<file path="src/rtl/i2s_tx_multilane_serializer.sv">
// -----------------------------------------------------------------------------
// i2s_tx_multilane_serializer
// Multi-lane I2S / left-justified transmit serializer. NUM_LANES data lanes
// share one SCLK/LRCLK pair derived from aud_mclk by a runtime divider. Stereo
// frames arrive through a one-deep holding register and are reloaded into the
// per-lane shift registers at every frame boundary. A missing frame at a
// boundary transmits silence and sets a sticky interrupt.
//
// Ports:
//   aud_mclk, aud_mrst   master clock, synchronous active-low reset
//   enable, mode         start/stop; 0 = I2S (1-bit delay), 1 = left-justified
//   sclk_div             SCLK half-period = sclk_div+1 mclk cycles
//   s_data_l/r, s_valid  stereo frame source, lane k at [k*DATA_WIDTH +: DATA_WIDTH]
//   s_ready              holding register empty
//   irq_clr, irq         sticky underflow interrupt and its clear
//   busy                 FSM not idle
//   sclk_out, lrclk_out  bit clock and word select (0 = left)
//   sdata_out            serial data, bit k = lane k
//
// Handshake: a frame is transferred on any rising edge where s_valid && s_ready.
// s_ready is a pure function of registered state, so it never depends on
// s_valid within the same cycle; the source may hold s_valid and data until
// it sees the transfer.
// -----------------------------------------------------------------------------
module i2s_tx_multilane_serializer #(
  parameter int NUM_LANES  = 4,
  parameter int DATA_WIDTH = 24,
  parameter int SLOT_WIDTH = 32
) (
  input  logic                            aud_mclk,
  input  logic                            aud_mrst,
  input  logic                            enable,
  input  logic                            mode,
  input  logic [7:0]                      sclk_div,
  input  logic [NUM_LANES*DATA_WIDTH-1:0] s_data_l,
  input  logic [NUM_LANES*DATA_WIDTH-1:0] s_data_r,
  input  logic                            s_valid,
  output logic                            s_ready,
  input  logic                            irq_clr,
  output logic                            irq,
  output logic                            busy,
  output logic                            sclk_out,
  output logic                            lrclk_out,
  output logic [NUM_LANES-1:0]            sdata_out
);

  localparam int FRAME_BITS = 2 * SLOT_WIDTH;
  localparam int BCW        = $clog2(FRAME_BITS);
  localparam logic [BCW-1:0] LAST_BIT = BCW'(FRAME_BITS - 1);
  localparam logic [BCW-1:0] SLOT_BIT = BCW'(SLOT_WIDTH);

  localparam logic [1:0] ST_IDLE = 2'd0;
  localparam logic [1:0] ST_WAIT = 2'd1;
  localparam logic [1:0] ST_RUN  = 2'd2;

  logic [1:0]                      state;
  logic [7:0]                      div_q;
  logic [7:0]                      div_cnt;
  logic                            mode_q;
  logic                            sclk_q;
  logic                            stop_q;
  logic                            irq_q;
  logic                            hold_valid;
  logic [BCW-1:0]                  bit_cnt;
  logic [NUM_LANES*DATA_WIDTH-1:0] hold_l;
  logic [NUM_LANES*DATA_WIDTH-1:0] hold_r;
  logic [FRAME_BITS-1:0]           shift_q   [NUM_LANES];
  logic [FRAME_BITS-1:0]           frame_img [NUM_LANES];
  logic [NUM_LANES-1:0]            dly_q;

  logic sclk_tick, fall_edge, frame_end, stop_now, run_start, load_hold, underflow;

  assign sclk_tick = (state == ST_RUN) && (div_cnt == div_q);
  assign fall_edge = sclk_tick && sclk_q;
  assign frame_end = fall_edge && (bit_cnt == LAST_BIT);
  // A stop request seen anywhere in the frame takes effect only at its end.
  assign stop_now  = frame_end && (stop_q || !enable);
  assign run_start = (state == ST_WAIT) && enable && hold_valid;
  assign load_hold = run_start || (frame_end && !stop_now && hold_valid);
  assign underflow = frame_end && !stop_now && !hold_valid;

  // Per-lane frame image: left MSB-first, zero pad, right MSB-first, zero pad.
  always_comb begin
    for (int k = 0; k < NUM_LANES; k++) begin
      frame_img[k] = '0;
      frame_img[k][FRAME_BITS-1 -: DATA_WIDTH] = hold_l[k*DATA_WIDTH +: DATA_WIDTH];
      frame_img[k][SLOT_WIDTH-1 -: DATA_WIDTH] = hold_r[k*DATA_WIDTH +: DATA_WIDTH];
    end
  end

  // Control FSM, clock divider and bit counter.
  always_ff @(posedge aud_mclk) begin
    if (!aud_mrst) begin
      state   <= ST_IDLE;
      div_q   <= '0;
      mode_q  <= 1'b0;
      div_cnt <= '0;
      sclk_q  <= 1'b0;
      bit_cnt <= '0;
      stop_q  <= 1'b0;
    end else begin
      case (state)
        ST_IDLE: begin
          if (enable) begin
            div_q  <= sclk_div;
            mode_q <= mode;
            state  <= ST_WAIT;
          end
        end
        ST_WAIT: begin
          if (!enable) begin
            state <= ST_IDLE;
          end else if (hold_valid) begin
            state   <= ST_RUN;
            div_cnt <= '0;
            sclk_q  <= 1'b0;
            bit_cnt <= '0;
            stop_q  <= 1'b0;
          end
        end
        ST_RUN: begin
          if (!enable) stop_q <= 1'b1;
          if (sclk_tick) begin
            div_cnt <= '0;
            sclk_q  <= !sclk_q;
          end else begin
            div_cnt <= div_cnt + 8'd1;
          end
          if (fall_edge) bit_cnt <= frame_end ? '0 : bit_cnt + BCW'(1);
          if (stop_now) begin
            state   <= ST_IDLE;
            sclk_q  <= 1'b0;
            div_cnt <= '0;
            bit_cnt <= '0;
            stop_q  <= 1'b0;
          end
        end
        default: state <= ST_IDLE;
      endcase
    end
  end

  // Holding register. A load and a new transfer never coincide because a load
  // requires hold_valid, which holds s_ready low.
  always_ff @(posedge aud_mclk) begin
    if (!aud_mrst) begin
      hold_valid <= 1'b0;
      hold_l     <= '0;
      hold_r     <= '0;
    end else if (s_valid && s_ready) begin
      hold_valid <= 1'b1;
      hold_l     <= s_data_l;
      hold_r     <= s_data_r;
    end else if (load_hold) begin
      hold_valid <= 1'b0;
    end
  end

  // Shift registers and the I2S one-SCLK delay flops. The delay flop samples
  // the outgoing MSB on every falling edge, including the frame-end edge, so
  // slot bit 0 carries the last bit of the previous slot.
  always_ff @(posedge aud_mclk) begin
    if (!aud_mrst) begin
      for (int k = 0; k < NUM_LANES; k++) shift_q[k] <= '0;
      dly_q <= '0;
    end else begin
      for (int k = 0; k < NUM_LANES; k++) begin
        if (fall_edge) dly_q[k] <= shift_q[k][FRAME_BITS-1];
        if (stop_now || underflow) begin
          shift_q[k] <= '0;
        end else if (load_hold) begin
          shift_q[k] <= frame_img[k];
        end else if (fall_edge) begin
          shift_q[k] <= {shift_q[k][FRAME_BITS-2:0], 1'b0};
        end
      end
      if (stop_now) dly_q <= '0;
    end
  end

  // Sticky underflow interrupt; a new underflow wins over a clear.
  always_ff @(posedge aud_mclk) begin
    if (!aud_mrst) begin
      irq_q <= 1'b0;
    end else if (underflow) begin
      irq_q <= 1'b1;
    end else if (irq_clr) begin
      irq_q <= 1'b0;
    end
  end

  assign s_ready   = !hold_valid;
  assign irq       = irq_q;
  assign busy      = (state != ST_IDLE);
  assign sclk_out  = (state == ST_RUN) && sclk_q;
  assign lrclk_out = (state == ST_RUN) && (bit_cnt >= SLOT_BIT);

  always_comb begin
    for (int k = 0; k < NUM_LANES; k++) begin
      sdata_out[k] = (state == ST_RUN) && (mode_q ? shift_q[k][FRAME_BITS-1] : dly_q[k]);
    end
  end

endmodule

</file>
<file path="config.mk">
export PLATFORM = sky130hd
export DESIGN_NAME = i2s_tx_multilane_serializer
export DESIGN_NICKNAME = d
export VERILOG_FILES = /design/src/rtl/i2s_tx_multilane_serializer.sv
export SDC_FILE = /design/constraint.sdc
export NUM_CORES = 1
export LEC_CHECK = 0
export BUFFER_PORTS_ARGS = -buffer_cell sky130_fd_sc_hd__clkbuf_2
export CAP_MARGIN = 20
export CORE_MARGIN = 1
export CORE_UTILIZATION = 50
export CTS_BUF_LIST = sky130_fd_sc_hd__clkbuf_16
export DETAILED_ROUTE_END_ITERATION = 6
export PLACE_DENSITY = 0.83
export SLEW_MARGIN = 20
export SYNTH_ARGS = -nofsm -noshare
export SYNTH_HDL_FRONTEND = slang
export SYNTH_SLANG_ARGS = --single-unit
</file>
<file path="constraint.sdc">
create_clock -name aud_mclk -period 9.18 [get_ports aud_mclk]
set_clock_uncertainty 0.2 [all_clocks]
set_input_delay 0.918 -clock aud_mclk [delete_from_list [all_inputs] [get_ports aud_mclk]]
set_output_delay 0.918 -clock aud_mclk [all_outputs]
set_load 0.01 [all_outputs]
</file>
# Word level (Yosys, flattened, before mapping)
# Memory sizes are Yosys's and may differ from the RTL's.
# Cells that the tools add are included.
# word_totals
wordCells,133
ff_bits,225
out_inout_bits,9
mem_count,1
ram_bits,252
# op_classes
eq_ne,12
reduce_logical,35
magnitude_cmp,1
add_sub_neg,2
mux,57
bitwise,13
# mem_list
memory,depth,word_bits,rd,rd_ports_with_merged_regs,write_ports,line,rtl
shift_q,4,63,4,0,4,67,logic [FRAME_BITS-1:0] shift_q [NUM_LANES];
# op_table
cell,count
$mux 63,12
$mux 8,4
$mux 6,5
$mux 1,27
$logic_and 1x1->1,16
$pmux 8 s2,1
$ne 3x3->1 const B,4
$or 1x1->1,12
$pmux 6 s2,1
$reduce_and 4->1,3
$add 8x1->8 const B,1
$eq 8x8->1,1
$mux 2,4
$ne 2x2->1 const B,4
$reduce_bool 2->1,4
$add 6x1->6 const B,1
$eq 6x6->1 const B,1
$ge 6x6->1 const B,1
$pmux 2 s3,1
$reduce_and 3->1,2
$logic_not 1->1,4
$pmux 1 s2,2
$logic_or 1x1->1,3
$eq 2x1->1 const B,1
5 further kinds,5

# Longest topological paths before layout
# logic_depth
word_depth,15
mapped_depth,8

# Least setup slack after synthesis
# OpenSTA, ideal clock, no wires.
# synth_timing
path_type,input-to-reg
start,in aud_mrst
end,"mem shift_q[0][10] (netlist bit), enable pin"
path_buffers,3
path_stages,4
setup_time_ns,2.137
arrival_time_ns,6.294
t_required_ns,6.843
setup_slack_ns,0.549
path_cell_list,clkbuf_1 clkbuf_1 clkbuf_1 nand4_1
# synth_rtl
element,line,rtl
start: declaration,31,"input logic aud_mrst,"
end: declaration,67,

==> results.tsv <==
stage	metric	value	unit
logic_synthesis	yosysTopAreaCellShare	0.390	
worst_setup_path	worstSetupPathType	reg2reg	
logic_synthesis	synth-simple-area-share	0.124	
sta	worst_pin_slew	1.12	ns
flow_run	max_cap_viol_count	0	
clocking	cts_resized	0	
logic_synthesis	yosysWarnings	0	
clocking	clk_pin_slew	0.06	ns
logic_synthesis	ys_ff_latch	449	
worst_setup_path	worst_ep_arrival_time	3.39	ns
routing	vias_per_cell	5.55	
clocking	clk_path_buf_depth	3	
routing	vias	12000	
sta	finalWorstSetupSlack	5.73	ns
logic_synthesis	syn-instance-count	1519	
logic_synthesis	synth_seq_area_share	0.651	
placement	place_ws	5.57	ns
sta	fin_crit_sh	0.375	
clocking	clkSinkCount	449	
floorplan	die_area	35200	um^2
logic_synthesis	synth_edf_count	224	
logic_synthesis	syn-cell-area	17300	um^2
sta	min_period	3.45	ns
placement	hpwl	20800	um
worst_setup_path	path_max_fanout	168	
floorplan	io_pins	215	
worst_setup_path	worst-path-stages	5	
logic_synthesis	synth_area_leaders	edfxtp_1, dfxtp_1, a22o_1	
worst_setup_path	ff2ff_path_depth	5	
logic_synthesis	synth_compound_area_frac	0.174	
sta	hold_violations	0	
power_and_ir_drop	p_leak	7.78	nW
logic_synthesis	yosysMostFrequentCell	nand2_1	
routing	wl_per_cell	16.8	um
clocking	cts_hold_buf	0	
worst_setup_path	crit_chain	nand2b_1 > nor2_1 > nand4_2 > nand4_1 > buf_12	
logic_synthesis	synth_area_per_cell	11.4	um^2
placement	gp_congestion	0.796	
placement	port_buffers	214	
routing	antenna_left	0	
routing	drt_iter0_markers	897	
logic_synthesis	synthMuxAreaShare	0.0110	
global_routing	grt_pass1_wl	58600	um
min_path	hp-class	reg2reg	
finish	fin_cells	2161	
routing	route.detailed.drc	0	
clocking	clock-root-buffer	clkbuf_16	
min_path	hold_depth	2	
logic_synthesis	synth_xor_xnor_area_share	0.00711	
sta	holdWs	0.254	ns
power_and_ir_drop	ir_drop	0.000140	V
worst_setup_path	cp_slowest_stage_delay	0.55	ns
sta	max_freq	290	MHz
finish	antenna_cells	0	
worst_setup_path	slowest_stage	nand4_2	
floorplan	start_util	0.512	
worst_setup_path	crit_path_start_kind	flop	
status	outcome	complete, no violations	
clocking	clk_latency	0.54	ns
sta	max-slew-margin-rel	0.254	
routing	drt-total-wl	36200	um
global_routing	track_usage	0.203	
global_routing	overflow	0	
worst_setup_path	cp_top_family	simple AND/OR/NAND/NOR gates	
floorplan	core_area	33700	um^2
power_and_ir_drop	finalPower	4.23	mW
sta	maxSlewViolCount	0	
floorplan	die_w	188	um
sta	setup_viol	0	
power_and_ir_drop	power_density	213	nW/um^2
worst_setup_path	cp_data_required_time	9.13	ns
placement	placed_cells_incl_taps	2077	
global_routing	antenna_found_initial	0	
floorplan	rows	67	
logic_synthesis	synthAdderAreaFrac	0.00218	
finish	drive_gt1_frac	0.171	
logic_synthesis	synth_commonest_cells	nand2_1, dfxtp_1, edfxtp_1, a22o_1, a21oi_1	
worst_setup_path	worst-path-buf-inv	1	
worst_setup_path	cp-end-kind	flop	
logic_synthesis	syn_nets	1728	
logic_synthesis	yosysTopAreaCell	edfxtp_1	
sta	final.setup.tns	0	ns
clocking	cts_tree	built	
global_routing	grt_pass1_vias	11600	
logic_synthesis	async_flop_share	0	
routing	firstDrtPassIters	6	
clocking	cts_buffers	45	
finish	area_delta_synth_final	15.3	%
clocking	postCtsSetupRepairBufs	0	
sta	rsz0062_at_grt	false	
global_routing	grt_start_max_net_pins	169	
logic_synthesis	synth_cell_types	42	
clocking	htree_levels	2	
logic_synthesis	synthFlopType	dfxtp_1	
floorplan	die_h	188	um
logic_synthesis	synth_top_family_by_area	compound AO/OA/AOI/OAI gates	
finish	nets	1886	
==> sequential cells by signal (all words and copies together) (netlist names) <==
name and count:
bit_cnt 6, div_cnt 8, div_q 8, dly_q 4, hold_l 96, hold_r 96, hold_valid 1, irq 1
mode_q 1, sclk_q 1, shift_q 224, state 2, stop_q 1
==> layout make-up <==
| class | instances | area (um^2) |
|---|---|---|
| Fill cell | 2714 | 13800 |
| Sequential cell | 449 | 11200 |
| Multi-Input combinational cell | 947 | 5520 |
| Timing Repair Buffer | 227 | 1210 |
| Clock buffer | 46 | 1150 |
| Tap cell | 448 | 561 |
| Clock inverter | 37 | 190 |
| Inverter | 7 | 27.5 |
==> worst paths after layout <==
check                                 endpoint                    start  slack [ns]
hold reg to reg        hold_r[89]$_SDFFE_PN0P_  hold_r[89]$_SDFFE_PN0P_        0.25
setup reg to reg  shift_q[0][33]$_SDFFCE_PN0P_    state[0]$_SDFFE_PN0P_        5.73
hold / removal         hold_r[89]$_SDFFE_PN0P_  hold_r[89]$_SDFFE_PN0P_        0.25
setup / recovery  shift_q[0][33]$_SDFFCE_PN0P_    state[0]$_SDFFE_PN0P_        5.73
==> metrics by stage <==
| stage | instance area [um^2] | utilization |
|---|---|---|
| 2_1_floorplan | 17300 | - |
| 3_3_place_gp | 18500 | 0.550 |
| 3_5_place_dp | 18500 | 0.550 |
| 4_1_cts | 19900 | 0.589 |
| 5_1_grt | 19900 | 0.590 |
| 6_report | 19900 | 0.590 |
==> per-layer routing <==
metal / GRT usage / wire (um) / share of wire
met1: 0.285 / 16100 / 0.45
met2: 0.324 / 16800 / 0.46
met3: 0.0354 / 2550 / 0.071
met4: 0.0569 / 719 / 0.020
met5: 0 / 0 / 0
==> kinds of logic after synthesis <==
family	Yosys count
xor gates and xnor gates	14
muxes	19
buffers and inverters	123
AOI/OAI and AO/OA	404
and+or+nand+nor	507
adders and majority gates	3
DFF	449
==> layout by cell type (no fill, tap or decap), drive strengths merged, types with 3 or more instances in the layout <==
cell / instances
ha: 3
a21oi: 107
xor2: 12
clkinv: 16
nor2b: 14
clkbuf: 259
dfxtp: 225
a21boi: 91
edfxtp: 224
a22o: 188
buf: 14
nand3: 11
nand2: 394
o21ai: 5
inv: 26
nor2: 24
nor4: 3
nand4: 9
nor3: 3
and2: 40
mux2i: 19
==> worst register-to-register path, cell delays in order (launching register included) <==
cell and delay, ns:
dfxtp_1 0.35, nand2b_1 0.35, nor2_1 0.43, nand4_2 0.55, nand4_1 0.34, buf_12 0.55
==> power by group <==
group	switching [mW]	leakage, nW	internal, mW	total (mW)
Sequential	0.0560	4.17	2.22	2.28
Clock	0.734	0.727	0.933	1.67
Combinational	0.189	2.88	0.0987	0.288
Total	0.980	7.78	3.25	4.23
No activity file was read; power rests on OpenSTA's default activity.
